**src/rtl/dac_sample_feeder.sv**
```systemverilog
// Sample-rate front end for the audio sigma-delta DAC: buffers signed samples in a
// small FIFO and releases one offset-binary code every SAMPLE_PERIOD cycles.
module dac_sample_feeder #(
    parameter int CODE_WIDTH    = 10,
    parameter int SAMPLE_PERIOD = 2834,
    parameter int FIFO_DEPTH    = 8
) (
    input  logic                          clk,
    input  logic                          rst,
    input  logic [CODE_WIDTH-1:0]         in_data,
    input  logic                          in_valid,
    output logic                          in_ready,
    output logic [CODE_WIDTH-1:0]         code,
    output logic                          sample_tick,
    output logic                          underflow,
    output logic [7:0]                    underflow_count,
    output logic [$clog2(FIFO_DEPTH):0]   fill
);

    localparam int CNT_W = $clog2(SAMPLE_PERIOD);
    localparam int PTR_W = $clog2(FIFO_DEPTH);
    localparam logic [CNT_W-1:0]      CNT_LAST = CNT_W'(SAMPLE_PERIOD - 1);
    localparam logic [PTR_W:0]        FILL_FULL = (PTR_W + 1)'(FIFO_DEPTH);
    localparam logic [CODE_WIDTH-1:0] MIDSCALE = {1'b1, {(CODE_WIDTH - 1){1'b0}}};

    logic [CODE_WIDTH-1:0] r_mem [FIFO_DEPTH];
    logic [PTR_W-1:0]      r_wr_ptr;
    logic [PTR_W-1:0]      r_rd_ptr;
    logic [PTR_W:0]        r_fill;
    logic [CNT_W-1:0]      r_cnt;
    logic [CODE_WIDTH-1:0] r_code;
    logic                  r_tick;
    logic                  r_underflow;
    logic [7:0]            r_ucount;

    logic w_tick;
    logic w_empty;
    logic w_in_ready;
    logic w_push;
    logic w_pop;

    // Handshake: a word transfers on every posedge where in_valid && in_ready; in_ready
    // depends only on rst and registered occupancy, never on in_valid.
    assign w_in_ready = !rst && (r_fill != FILL_FULL);
    assign w_tick     = (r_cnt == CNT_LAST);
    // Emptiness uses registered fill, so a word pushed in the tick cycle waits a period.
    assign w_empty    = (r_fill == '0);
    assign w_push     = in_valid && w_in_ready;
    assign w_pop      = w_tick && !w_empty;

    always_ff @(posedge clk) begin
        if (w_push) begin
            r_mem[r_wr_ptr] <= in_data;
        end
    end

    always_ff @(posedge clk) begin
        if (rst) begin
            r_wr_ptr    <= '0;
            r_rd_ptr    <= '0;
            r_fill      <= '0;
            r_cnt       <= '0;
            r_code      <= MIDSCALE;
            r_tick      <= 1'b0;
            r_underflow <= 1'b0;
            r_ucount    <= '0;
        end else begin
            r_cnt       <= w_tick ? '0 : r_cnt + 1'b1;
            r_tick      <= w_tick;
            r_underflow <= w_tick && w_empty;
            if (w_push) begin
                r_wr_ptr <= r_wr_ptr + 1'b1;
            end
            if (w_pop) begin
                r_rd_ptr <= r_rd_ptr + 1'b1;
                r_code   <= r_mem[r_rd_ptr] ^ MIDSCALE;
            end
            if (w_tick && w_empty && (r_ucount != 8'hFF)) begin
                r_ucount <= r_ucount + 1'b1;
            end
            case ({w_push, w_pop})
                2'b10:   r_fill <= r_fill + 1'b1;
                2'b01:   r_fill <= r_fill - 1'b1;
                default: r_fill <= r_fill;
            endcase
        end
    end

    assign in_ready        = w_in_ready;
    assign code            = r_code;
    assign sample_tick     = r_tick;
    assign underflow       = r_underflow;
    assign underflow_count = r_ucount;
    assign fill            = r_fill;

endmodule

```
**config.mk**
```make
export PLATFORM = sky130hd
export DESIGN_NAME = dac_sample_feeder
export DESIGN_NICKNAME = d
export VERILOG_FILES = /design/src/rtl/dac_sample_feeder.sv
export SDC_FILE = /design/constraint.sdc
export NUM_CORES = 1
export LEC_CHECK = 0
export ABC_AREA = 0
export BUFFER_PORTS_ARGS = -buffer_cell sky130_fd_sc_hd__buf_2
export CELL_PAD_IN_SITES_DETAIL_PLACEMENT = 1
export CELL_PAD_IN_SITES_GLOBAL_PLACEMENT = 2
export CORE_ASPECT_RATIO = 2
export CORE_MARGIN = 2
export CORE_UTILIZATION = 35
export DETAILED_ROUTE_END_ITERATION = 12
export GPL_TIMING_DRIVEN = 0
export PLACE_DENSITY_LB_ADDON = 0.12
export SYNTH_ARGS = -nofsm -noshare
export SYNTH_HDL_FRONTEND = slang
export SYNTH_SLANG_ARGS = --single-unit
export TNS_END_PERCENT = 1
```
**constraint.sdc**
```tcl
create_clock -name clk -period 3.5 [get_ports clk]
set_input_delay 0.35 -clock clk [delete_from_list [all_inputs] [get_ports clk]]
set_output_delay 0.35 -clock clk [all_outputs]
set_load 0.01 [all_outputs]
```
Word level (Yosys, flattened, before mapping)
Memory sizes are Yosys's and may differ from the RTL's. A register that Yosys moved wholly into a read port is not among the register bits.
Index checks and enable logic that the tools add are counted.
Storage, ports and cells
  memories kept: 1
  bits in read-only memories: 0
  latch bits: 0
  memory bits (writable): 80
  logic and storage cells: 36
  output and inout bits: 25
  bits in registers: 42
  bits of input ports: 13
Memories
  r_mem: words 8, bits a word 10, rd ports 1, clocked after memory_dff 1, wr ports 1, RTL line 26  | logic [CODE_WIDTH-1:0] r_mem [FIFO_DEPTH];
Operators by class
  multipliers: 0
  add/subtract/negate cells: 6
  muxes and demuxes: 5
  bitwise operators: 1
  shifts and indexed selects: 0
  reduce and logical (&&, ||, !) cells: 10
  eq/ne operators: 5
  $lt $le $gt $ge: 0
  divide/modulo/power cells: 0
Operator list (number)
  12-bit by 1-bit adder with 12-bit output (second input constant): 1
  12-bit equality test (second input constant): 1
  8-bit by 1-bit adder with 8-bit output (second input constant): 1
  8-bit inequality test (second input constant): 1
  4-bit case mux with 2 select lines: 1
  3-bit by 1-bit adder with 3-bit output (second input constant): 2
  3-bit two-way mux: 2
  1-bit logical AND: 5
  4-bit by 1-bit adder with 4-bit output (second input constant): 1
  4-bit logical NOT: 1
  4-bit inequality test (second input constant): 1
  4-bit by 1-bit subtractor with 4-bit output (second input constant): 1
  2-bit by 1-bit equality test with 1-bit output (second input constant): 1
  2-bit equality test (second input constant): 1
  1-bit logical NOT: 2
  1-bit two-way mux: 2
  2-bit nonzero test: 1
  2-bit OR reduction: 1
  1-bit inverter: 1

Depth between registers and ports, before layout
  depth in word-level cells: 5
  gate-level depth with buffers: 13
  gate-level depth less buffers: 12

Worst setup path after synthesis
No wires, ideal clock.
  path kind: flip-flop to flip-flop
  start point: reg r_cnt[7]
  end point: reg r_fill[2] (netlist: fill[2])
  cell stages (with the launch flop): 12
  clock period less this slack: 2.664 ns
  required time: 3.430 ns
  arrival time: 2.593 ns
  slack: 0.836 ns
  library setup time: 0.070 ns
  cells stage by stage: dfxtp_1 > or3_1 > nor3_1 > and2_1 > clkbuf_1 > ha_1 > xor2_1 > ha_1 > a21oi_1 > xor2_1 > or3_1 > a21oi_1
On the way
  word-level cells in the longest chain between the ends: 4
Ends and longest elaborated chain
  start, declared: RTL line 30  | logic [CNT_W-1:0] r_cnt;
  start signal, assigned: RTL line 68  | r_cnt <= w_tick ? '0 : r_cnt + 1'b1;
  12-bit equality test *: RTL line 45  | assign w_tick = (r_cnt == CNT_LAST);
  1-bit logical AND *: RTL line 49  | assign w_pop = w_tick && !w_empty;
  via w_pop: RTL line 40  | logic w_pop;
  2-bit by 1-bit equality test with 1-bit output / 2-bit equality test (equally long branches): RTL line 81  | case ({w_push, w_pop})
  4-bit case mux with 2 select lines / 2-bit nonzero test (equally long branches)
  end signal, assigned: RTL line 82  | 2'b10: r_fill <= r_fill + 1'b1;
  end signal, assigned: RTL line 83  | 2'b01: r_fill <= r_fill - 1'b1;
  end signal, assigned: RTL line 84  | default: r_fill <= r_fill;
  end, declared: RTL line 29  | logic [PTR_W:0] r_fill;
Mark *: on every way through the listed nets, which the timed path passes. The rest lies on a longest branch.
A chain may end at the register's enable or synchronous reset.

Worst setup path after layout
  start point: reg r_cnt[0]
  end point: reg r_fill[2] (netlist: fill[2])
The elaborated chain is that of the path after synthesis.

==> summary.md <==
| Metric | Value |
|---|---|
| Maximum resistive drop on vdd | approximately 320 uV |
| Share of layout cells above drive strength 1 | 0.2361 |
| Number of buffer cells added on primary ports | 37 |
| Clock network latency to the later pin of the worst-skew pair | a little over 400 ps |
| Number of buffers inserted during clock tree synthesis | 17 |
| Total of endpoints with negative setup slack in the final report | 0 |
| Maximum number of pins on one net before global-route repair | 17 |
| Top achievable clock speed | between 300 and 400 MHz |
| Total routing usage reported by global routing | 0.1628 |
| Async set-reset flop share out of synthesis | 0 |
| Area overhead of the layout relative to synthesis | 19.94% |
| Depth of the most critical reg-to-reg path | 12 |
| Crit path capture | fill[2]$_SDFFE_PP0P_ |
| Worst-case register-to-register setup slack | approximately 320 ps |
| Routed length per placed instance | between 15 and 20 um |
| Primary flip-flop cell chosen by synthesis mapping | sky130_fd_sc_hd__edfxtp_1 |
| Number of synthesized flops with an enable pin | 80 |
| Max Slew Vio Count | 0 |
| Count of maximum capacitance violations | 0 |
| Startpoint types | flip-flop |
| Root Buffer | sky130_fd_sc_hd__clkbuf_16 |
| Half-perimeter wire length after placement | between 7000 and 8000 um |
| Number of antenna violations at the first check in global routing | 0 |
| Gate Count Post-Synth | 344 |
| Biggest area contributors in the synthesized netlist | sky130_fd_sc_hd__edfxtp_1, sky130_fd_sc_hd__dfxtp_1, sky130_fd_sc_hd__mux4_2 |
| Final weighted congestion of routability-driven global placement | 0.7144 |
| Net count reported at finish | about 420 |
| Full die area | between 15000 and 20000 um2 |
| Die Span X | about 88 um |
| Total power density per cell area | approximately 550 nW/um2 |
| Post-CTS Setup Bufs | 0 |
| Count leader, synth | sky130_fd_sc_hd__edfxtp_1 |
| Total gr overflow | 0 |
| Startpoint of the worst-slack reg-to-reg timing path | r_cnt[0]$_SDFF_PP0_ |
| Global-route wire length before repair | ~18000 um |
| Area fraction in and, or, nand and nor cells after synthesis | 0.1115 |
| Number of buffers inserted for hold repair after clock tree synthesis | 0 |
| Final Hold Slack | 207.6 ps |
| Initial Utilization | 0.3586 |
| 1st-iter DRT viols | 77 |
| Number of global-route vias before repair | roughly 3200 |
| R2R Path End | fill[2]$_SDFFE_PP0P_ |
| Crit path from | r_cnt[0]$_SDFF_PP0_ |
| Normalized max-slew margin | 0.09688 |
| Yosys Warn Count | 0 |
| Final Cycle Share | 0.9094 |
| DR DRC count | 0 |
| Layout Cell Area excl Fill | 5974 um2 |
| Critical path peak fanout | 11 |
| Hold depth | 1 |
| Avg Inst Size Synth | about 14 um2 |
| Vias per cell | about 5.0 |
| Combinational family with the most area after synthesis | multiplexers |
| Die height | around 170 um |
| Fraction of post-synthesis cell area in the top cell type by area | 0.4823 |
| CTS H-tree depth | 4 |
| Count of instances resized after the clock tree is built | 0 |
| Path type of the worst min-delay path | primary input to flip-flop |
| CTS tree | built |
| Final setup margin | around 320 ps |
| 1st-pass router iterations | 4 |
| Filler cells | 1465 |
| Multiplexer share of the synthesized area | 0.1168 |
| Synthesized flop and latch total | approximately 130 |
| Leakage power | 1.973 nW |
| Required time at the endpoint of the critical path | roughly 3800 ps |
| Total Wirelength | about 11000 um |
| Hold Violations, Final | 0 |
| Transition time of the tightest slew-check pin | roughly 1300 ps |
| Cell type contributing the most total cell area after synthesis | sky130_fd_sc_hd__edfxtp_1 |
| Synth cell types | 41 |
| Post-synthesis compound-gate area fraction | 0.04622 |
| Fraction of the yosys area taken by sequential cells | 0.6631 |
| Number of antenna-violating nets in the routed design | 0 |
| Antenna cells | 0 |
| TNS Setup | 0 ps |
| Post-synthesis cell area | between 4000 and 5000 um2 |
| Instance area after placement | 5435 um2 |
| Maximum buffer depth of the clock tree | 2 |
| Clock skew | roughly 12 ps |
| Status | finished clean |
| Area share of fa/ha/maj cells after synthesis | 0.02010 |
| Final critical path time including I/O delays and setup | roughly 3200 ps |
| Total vias in the final route | 2997 |
| Core Rows | between 60 and 70 |
| Worst setup path class | flip-flop to flip-flop |
| Data arrival at the endpoint of the critical path | about 3500 ps |
| Cell types with the highest counts after synthesis | sky130_fd_sc_hd__edfxtp_1, sky130_fd_sc_hd__dfxtp_1, sky130_fd_sc_hd__nor2_1 |
| Clock Pin Slew Worst Setup and Hold Paths | ~70 ps |
| Minimum setup slack after placement | 333.0 ps |
| Unrepaired setup endpoints after global routing | false |
| Syn nets | 365 |
| # clock sinks | around 130 |
| XOR/XNOR Fraction of Synth Area | 0.02462 |
| Boundary Pins | 38 |
| Area of the core region | around 14000 um2 |
| CP Capture Type | flip-flop |
[worst max-delay path: stages, from the launching register on]
cell and delay [ps]:
sky130_fd_sc_hd__dfxtp_1 400, sky130_fd_sc_hd__ha_1 210, sky130_fd_sc_hd__nand4b_1 230, sky130_fd_sc_hd__nor3_1 240, sky130_fd_sc_hd__and2_1 180, sky130_fd_sc_hd__clkbuf_1 460
sky130_fd_sc_hd__ha_1 380, sky130_fd_sc_hd__xor2_1 100, sky130_fd_sc_hd__ha_1 180, sky130_fd_sc_hd__a21oi_1 160, sky130_fd_sc_hd__xor2_1 100, sky130_fd_sc_hd__or3_1 310
sky130_fd_sc_hd__a21oi_1 150
[placed cells by master (no fill, tap or decap), types with 3 or more instances in the layout]
master and count:
sky130_fd_sc_hd__clkinvlp_4 4, sky130_fd_sc_hd__xor2_1 5, sky130_fd_sc_hd__nor2b_1 3, sky130_fd_sc_hd__dfxtp_1 45, sky130_fd_sc_hd__clkbuf_1 11, sky130_fd_sc_hd__or4_1 3, sky130_fd_sc_hd__nor4_1 4, sky130_fd_sc_hd__nand2_1 11
sky130_fd_sc_hd__or3_1 6, sky130_fd_sc_hd__buf_6 3, sky130_fd_sc_hd__nand3_1 8, sky130_fd_sc_hd__a21oi_1 12, sky130_fd_sc_hd__inv_1 6, sky130_fd_sc_hd__xnor2_1 9, sky130_fd_sc_hd__nand2b_1 6, sky130_fd_sc_hd__ha_1 8
sky130_fd_sc_hd__nor2_1 42, sky130_fd_sc_hd__clkbuf_16 17, sky130_fd_sc_hd__nor3_1 5, sky130_fd_sc_hd__inv_6 6, sky130_fd_sc_hd__o21ai_0 9, sky130_fd_sc_hd__buf_1 3, sky130_fd_sc_hd__edfxtp_1 80, sky130_fd_sc_hd__mux2i_1 12
sky130_fd_sc_hd__mux4_2 20, sky130_fd_sc_hd__a211oi_1 10, sky130_fd_sc_hd__buf_2 38
[sequential cells by signal, summed over array words and instances, names as in the netlist, named ones only]
register,cells
code,10
fill,4
r_cnt,12
r_mem,80
r_rd_ptr,3
r_wr_ptr,3
sample_tick,1
underflow,1
underflow_count,8
[cell type report]
class	count	area (um2)	share of cell area
inverters	6	22.52	0.003770
well taps	189	236.5	0.03958
clock buffers	18	429.2	0.07183
multi-input cells	198	1600	0.2679
plain buffers	15	65.06	0.01089
flip-flops and latches	125	3303	0.5529
clock inverters	14	110.1	0.01843
repair buffers	39	207.7	0.03476
[metal layers]
metal  vias to the layer above  GRT usage  part of all wire
li1                       1427          -                 -
met1                      1511     0.1745              0.37
met2                        42     0.2961              0.59
met3                        17    0.03962             0.022
met4                         0    0.06313             0.023
met5                         -          0                 0
[stage by stage]
step             util  std cells  total power, mW
5_1_grt        0.4301        604            3.417
3_5_place_dp   0.3913        572            1.714
6_report       0.4301        604            3.294
2_1_floorplan       -        344            1.669
3_3_place_gp   0.3889        570            1.707
4_1_cts        0.4301        604            3.331
[power breakdown]
part	internal, mW	switching, mW
sequential	1.58	0.0115
combinational	0.0318	0.0530
clock	0.918	0.695
[kinds of logic after synthesis]
| kind of cell | after synthesis |
|---|---|
| and+or+nand+nor | 106 |
| adders and majority gates | 8 |
| DFF | 125 |
| buffers and inverters | 21 |
| muxes | 33 |
| AOI/OAI and AO/OA | 37 |
| xor gates and xnor gates | 14 |
[worst min path at each step]
stage / start / end
2_1_floorplan: r_cnt[0]$_SDFF_PP0_ / r_cnt[0]$_SDFF_PP0_
3_3_place_gp: r_cnt[0]$_SDFF_PP0_ / r_cnt[0]$_SDFF_PP0_
3_5_place_dp: r_cnt[0]$_SDFF_PP0_ / r_cnt[0]$_SDFF_PP0_
4_1_cts: in_data[8] / r_mem[5][8]$_DFFE_PP_
5_1_grt: in_data[0] / r_mem[7][0]$_DFFE_PP_
6_report: in_data[8] / r_mem[5][8]$_DFFE_PP_
Power figures use the tool's default switching activity.
